## config.mk

```make
export PLATFORM = sky130hd
export DESIGN_NAME = buffer_mux_arb
export DESIGN_NICKNAME = d
export VERILOG_FILES = /design/src/rtl/bus_pkg.sv /design/src/rtl/rr_arbiter.sv /design/src/rtl/buffer_mux_arb.sv
export SDC_FILE = /design/constraint.sdc
export NUM_CORES = 1
export LEC_CHECK = 0
export CAP_MARGIN = 5
export CORE_ASPECT_RATIO = 0.5
export CORE_MARGIN = 10
export CORE_UTILIZATION = 34
export DETAILED_ROUTE_END_ITERATION = 8
export PLACE_DENSITY = 0.78
export SKIP_LAST_GASP = 1
export SYNTH_ARGS = -nofsm -noshare
export SYNTH_HDL_FRONTEND = slang
export SYNTH_HIERARCHICAL = 1
export SYNTH_SLANG_ARGS = --single-unit
```

## constraint.sdc

```tcl
create_clock -name CLK -period 2.4 [get_ports CLK]
set_input_delay 0.6 -clock CLK [delete_from_list [all_inputs] [get_ports CLK]]
set_output_delay 0.6 -clock CLK [all_outputs]
set_load 0.02 [all_outputs]
```

## src/rtl/bus_pkg.sv

```systemverilog
// rtl/bus_pkg.sv - shared mode constants and channel-index helpers for the bus mux
package bus_pkg;

    localparam logic MODE_SELECT = 1'b0;
    localparam logic MODE_RR     = 1'b1;
    localparam int   MAX_CHAN    = 16;

    typedef logic [$clog2(MAX_CHAN)-1:0] chan_idx_t;

    // Channel-index width for n channels; never narrower than one bit.
    function automatic int chan_w(input int n);
        return (n < 2) ? 1 : $clog2(n);
    endfunction

endpackage

```

## src/rtl/rr_arbiter.sv

```systemverilog
// rtl/rr_arbiter.sv - combinational round-robin grant starting the search at PTR
module rr_arbiter
    import bus_pkg::*;
#(
    parameter int N    = 3,
    parameter int SELW = chan_w(N)
) (
    input  logic [N-1:0]    REQ,
    input  logic [SELW-1:0] PTR,
    output logic [N-1:0]    GNT,
    output logic [SELW-1:0] IDX,
    output logic            VALID
);

    logic found;

    // Offset k from PTR is tried in order; the first requesting channel wins.
    always_comb begin
        found = 1'b0;
        GNT   = '0;
        IDX   = '0;
        for (int k = 0; k < N; k++) begin
            for (int i = 0; i < N; i++) begin
                if (!found && REQ[i] && (i == (int'(PTR) + k) % N)) begin
                    found  = 1'b1;
                    GNT[i] = 1'b1;
                    IDX    = SELW'(i);
                end
            end
        end
    end

    assign VALID = found;

endmodule

```

## src/rtl/buffer_mux_arb.sv

```systemverilog
// rtl/buffer_mux_arb.sv - N-way valid/ready bus mux with external-select or round-robin grant
module buffer_mux_arb
    import bus_pkg::*;
#(
    parameter int WIDTH = 32,
    parameter int N     = 3,
    parameter int SELW  = chan_w(N)
) (
    input  logic               CLK,
    input  logic               RST,
    input  logic               MODE,
    input  logic [SELW-1:0]    SEL,
    input  logic [N*WIDTH-1:0] IN_DATA,
    input  logic [N-1:0]       IN_VALID,
    output logic [N-1:0]       IN_READY,
    output logic [WIDTH-1:0]   OUT_DATA,
    output logic               OUT_VALID,
    input  logic               OUT_READY,
    output logic [SELW-1:0]    OUT_CHAN,
    output logic               SEL_ERR
);

    logic             load_en;
    logic             sel_ok;
    logic [N-1:0]     sel_gnt;
    logic [N-1:0]     rr_gnt;
    logic [SELW-1:0]  rr_idx;
    logic             rr_valid;
    logic [SELW-1:0]  ptr;
    logic [N-1:0]     grant_vec;
    logic [SELW-1:0]  grant_idx;
    logic             grant_valid;
    logic [WIDTH-1:0] grant_data;

    assign load_en = !OUT_VALID || OUT_READY;
    assign sel_ok  = int'(SEL) < N;

    always_comb begin
        sel_gnt = '0;
        for (int i = 0; i < N; i++) begin
            if (sel_ok && (int'(SEL) == i) && IN_VALID[i]) begin
                sel_gnt[i] = 1'b1;
            end
        end
    end

    rr_arbiter #(.N(N), .SELW(SELW)) u_rr (
        .REQ   (IN_VALID),
        .PTR   (ptr),
        .GNT   (rr_gnt),
        .IDX   (rr_idx),
        .VALID (rr_valid)
    );

    assign grant_vec   = (MODE == MODE_RR) ? rr_gnt   : sel_gnt;
    assign grant_idx   = (MODE == MODE_RR) ? rr_idx   : SEL;
    assign grant_valid = (MODE == MODE_RR) ? rr_valid : |sel_gnt;

    always_comb begin
        grant_data = '0;
        for (int i = 0; i < N; i++) begin
            if (grant_vec[i]) begin
                grant_data = IN_DATA[i*WIDTH +: WIDTH];
            end
        end
    end

    assign IN_READY = (load_en && !RST) ? grant_vec : '0;

    always_ff @(posedge CLK) begin
        if (RST) begin
            OUT_VALID <= 1'b0;
            OUT_DATA  <= '0;
            OUT_CHAN  <= '0;
            SEL_ERR   <= 1'b0;
            ptr       <= '0;
        end else begin
            if ((MODE == MODE_SELECT) && !sel_ok) begin
                SEL_ERR <= 1'b1;
            end
            // An empty slot or a consumed word with nothing granted leaves the register empty.
            if (load_en) begin
                if (grant_valid) begin
                    OUT_DATA  <= grant_data;
                    OUT_CHAN  <= grant_idx;
                    OUT_VALID <= 1'b1;
                    if (MODE == MODE_RR) begin
                        ptr <= (grant_idx == SELW'(N - 1)) ? '0 : grant_idx + 1'b1;
                    end
                end else begin
                    OUT_VALID <= 1'b0;
                end
            end
        end
    end

endmodule

```

==> flow_metrics.py <==
metrics = {
    "logic_synthesis": {
        "syn_avg_cell_area_sq_um": 8.941,
        "synth.distinct_cells": 38,
        "synth_edf_count": 0,
        "ys_ff_latch": 38,
        "dominantRegCellSynth": "dfxtp_1",
        "syn_nets": 367,
        "synthArstFlopShare": 0,
        "synthCells": 260,
        "syn-cell-area_sq_um": 2325,
        "yosysSeqAreaShare": 0.3272,
        "ys_warn_count": 6,
    },
    "global_routing": {
        "met1_usage": 0.1996,
        "use_met3": 0.03431,
        "grt_pass1_wl_mm": 16.51,
        "antenna_found_initial": 0,
        "use_met2": 0.3638,
        "grt_pass1_vias": 3007,
        "grt_util_all_layers": 0.1876,
        "busiest_layer": "met2",
        "overflow": 0,
        "grt_max_degree": 65,
    },
    "routing": {
        "drt_iter0_markers": 247,
        "route.vias.total": 2988,
        "post_drt_wl_per_cell_um": 21.81,
        "via_per_inst": 5.988,
        "routed_wl_mm": 10.88,
        "drt_first_pass_iters": 4,
        "remaining_drc_errors": 0,
        "postRouteAntennaNets": 0,
    },
    "power_and_ir_drop": {
        "power_density_nw_per_um2": 561.0,
        "seqPwrFrac": 0.303,
        "p_leak_uw": 0.001458,
        "p_sw_frac": 0.3034,
        "clockPowerShare": 0.324,
        "combPwrFrac": 0.373,
        "p_total_uw": 2391,
        "peakVddDrop_uv": 304.6,
        "p_sw_uw": 725.3,
        "p_int_uw": 1665,
    },
    "clocking": {
        "cts_sinks": 38,
        "cts_buffers": 5,
        "clk_path_buf_depth": 2,
        "cts_tree": "done",
        "htreeDepth": 2,
        "clk_pin_slew_ps": 60,
        "cts_root_buffer": "clkbuf_16",
        "insertion_delay_ps": 280,
    },
    "place": {
        "pre_cts_ws_ps": -722.4,
        "gp_congestion": 0.8670,
        "place.port_buffers": 143,
        "post-dp-hpwl_mm": 7.984,
    },
    "status": {
        "status": "finished with violations",
        "violations": "negative setup slack",
    },
    "floorplan": {
        "initial_core_util": 0.3497,
        "io_pins": 144,
        "die_x_um": 136.9,
        "die_h_um": 78.47,
        "rows": 21,
        "die_area_sq_um": 10750,
        "core_area_sq_um": 6648,
    },
    "critical_path": {
        "critPathCaptureType": "output pin",
        "critical_path_arrival_ps": 1810,
        "path_cells": "inv_1, ha_4, o21ba_4, o2111a_1, a21oi_2, nor3_2, buf_4",
        "path_delay_family": "compound AO/OA/AOI/OAI gates",
        "path_class": "reg -> out",
        "startpoint_type": "register",
        "crit_path_max_incr_delay_ps": 360,
        "crit_required_ps": 1800,
        "cp.buffers_inverters": 2,
        "crit_path_top_delay_cell": "dfxtp_4",
        "cp_max_fo": 3,
    },
    "sta": {
        "period_minus_slack_ps": 2411,
        "hold_viol_final": 0,
        "setup_viol": 1,
        "tightest_slew_ps": 638.5,
        "fin_skew_ps": 2.857,
        "setup_slack_ps": -11.37,
        "rsz0062_at_grt": "yes",
        "max-slew-margin-rel": 0.5743,
        "fmax_mhz": 414.7,
        "period_share": 1.005,
        "finalMaxSlewViolations": 0,
    },
    "hold_path": {
        "hold_path.class": "reg -> reg",
    },
    "final_layout": {
        "diodes": 0,
        "area_growth_pct": 83.32,
        "layout-drive-gt1-share": 0.1744,
        "fillers": 513,
        "nets": 514,
    },
    "flow_run": {
        "drv_cap": 0,
    },
}
==> sequential cells by signal (all words and copies together) (netlist names) <==
signal and cells:
ptr 2, OUT_DATA 32, SEL_ERR 1, OUT_CHAN 2
OUT_VALID 1
==> tightest hold or removal path, cell delays in order (launching register included) <==
cell and delay (ps):
dfxtp_1 310, o211ai_1 80, o21ai_1 60
==> per-layer routing <==
metal / vias to the layer above / part of all wire
li1: 1395 / -
met1: 1444 / 0.36
met2: 126 / 0.56
met3: 23 / 0.053
met4: 0 / 0.024
met5: - / 0
==> cell type report <==
type	instances	area [sq um]	share of cell area
multi-input cells	181	1464	0.3435
clock inverters	1	30.03	0.007046
flip-flops and latches	38	765.7	0.1797
clock buffers	6	138.9	0.03259
inverters	5	18.77	0.004404
well taps	92	115.1	0.02701
repair buffers	176	1729	0.4058
==> layout by cell type (no fill, tap or decap), types with 5 or more instances in the layout <==
| cell type | count |
|---|---|
| dfxtp_1 | 36 |
| clkbuf_16 | 5 |
| buf_6 | 5 |
| buf_4 | 27 |
| o21ai_1 | 30 |
| a21oi_1 | 5 |
| o2111ai_1 | 32 |
| a221oi_1 | 32 |
| clkdlybuf4s50_1 | 134 |
| o211ai_1 | 32 |
==> logic make-up after synthesis <==
logic type | synth area share
AND/OR/NAND/NOR | 0.06566
adder cells (fa/ha/maj) | 0.01076
buffers and inverters | 0.08611
flip-flops | 0.3272
AO/OA/AOI/OAI | 0.4957
multiplexers | 0.01453
==> what timing repair did <==
item | CTS | global route
buffers inserted | 2 | 3
pin swaps | 6 | 12
setup endpoints to repair | 3 | 3
hold buffers | 0 | 0
resized for setup | 40 | 12
==> worst paths after layout <==
kind	slack [ps]	cells after the start	end	start
worst max register to register	230	9	OUT_DATA[20]	ptr[0]
worst max-delay path	-10	7	IN_READY[2]	ptr[1]
worst min-delay path	490	2	OUT_DATA[5]	OUT_DATA[5]
worst min register to register	490	2	OUT_DATA[5]	OUT_DATA[5]
==> Yosys cell counts (5+ instances only) <==
library cell / n / area, sq um
a21oi_1: 6 / 30.03
a221oi_1: 32 / 280.3
buf_2: 10 / 50.05
clkbuf_1: 19 / 71.32
dfxtp_1: 38 / 760.7
inv_1: 5 / 18.77
nand2_1: 5 / 18.77
nor2_1: 5 / 18.77
nor3_1: 5 / 25.02
o2111ai_1: 32 / 280.3
o211ai_1: 32 / 240.2
o21ai_1: 30 / 150.1
==> per-stage QoR <==
step / instance area (sq um) / TNS, ps / hold WS, ps / std cells / utilization
3_3_place_gp: 3975 / -6902 / 480.4 / 487 / 0.5980
5_1_grt: 4262 / -53.05 / 516.0 / 499 / 0.6411
3_5_place_dp: 3975 / -9657 / 469.7 / 487 / 0.5980
2_1_floorplan: 2333 / -27.17 / 466.2 / 260 / -
4_1_cts: 4214 / -9.232 / 481.0 / 496 / 0.6339
6_report: 4262 / -11.37 / 492.9 / 499 / 0.6411
==> power by group through the flow <==
stage	combinational, uW	sequential, uW	clock, uW
finish	891	725	775
global route	942	732	806
CTS	875	724	775
detailed placement	848	736	0
global placement	827	734	0
floorplan	342	803	0
Power figures use the tool's default switching activity.
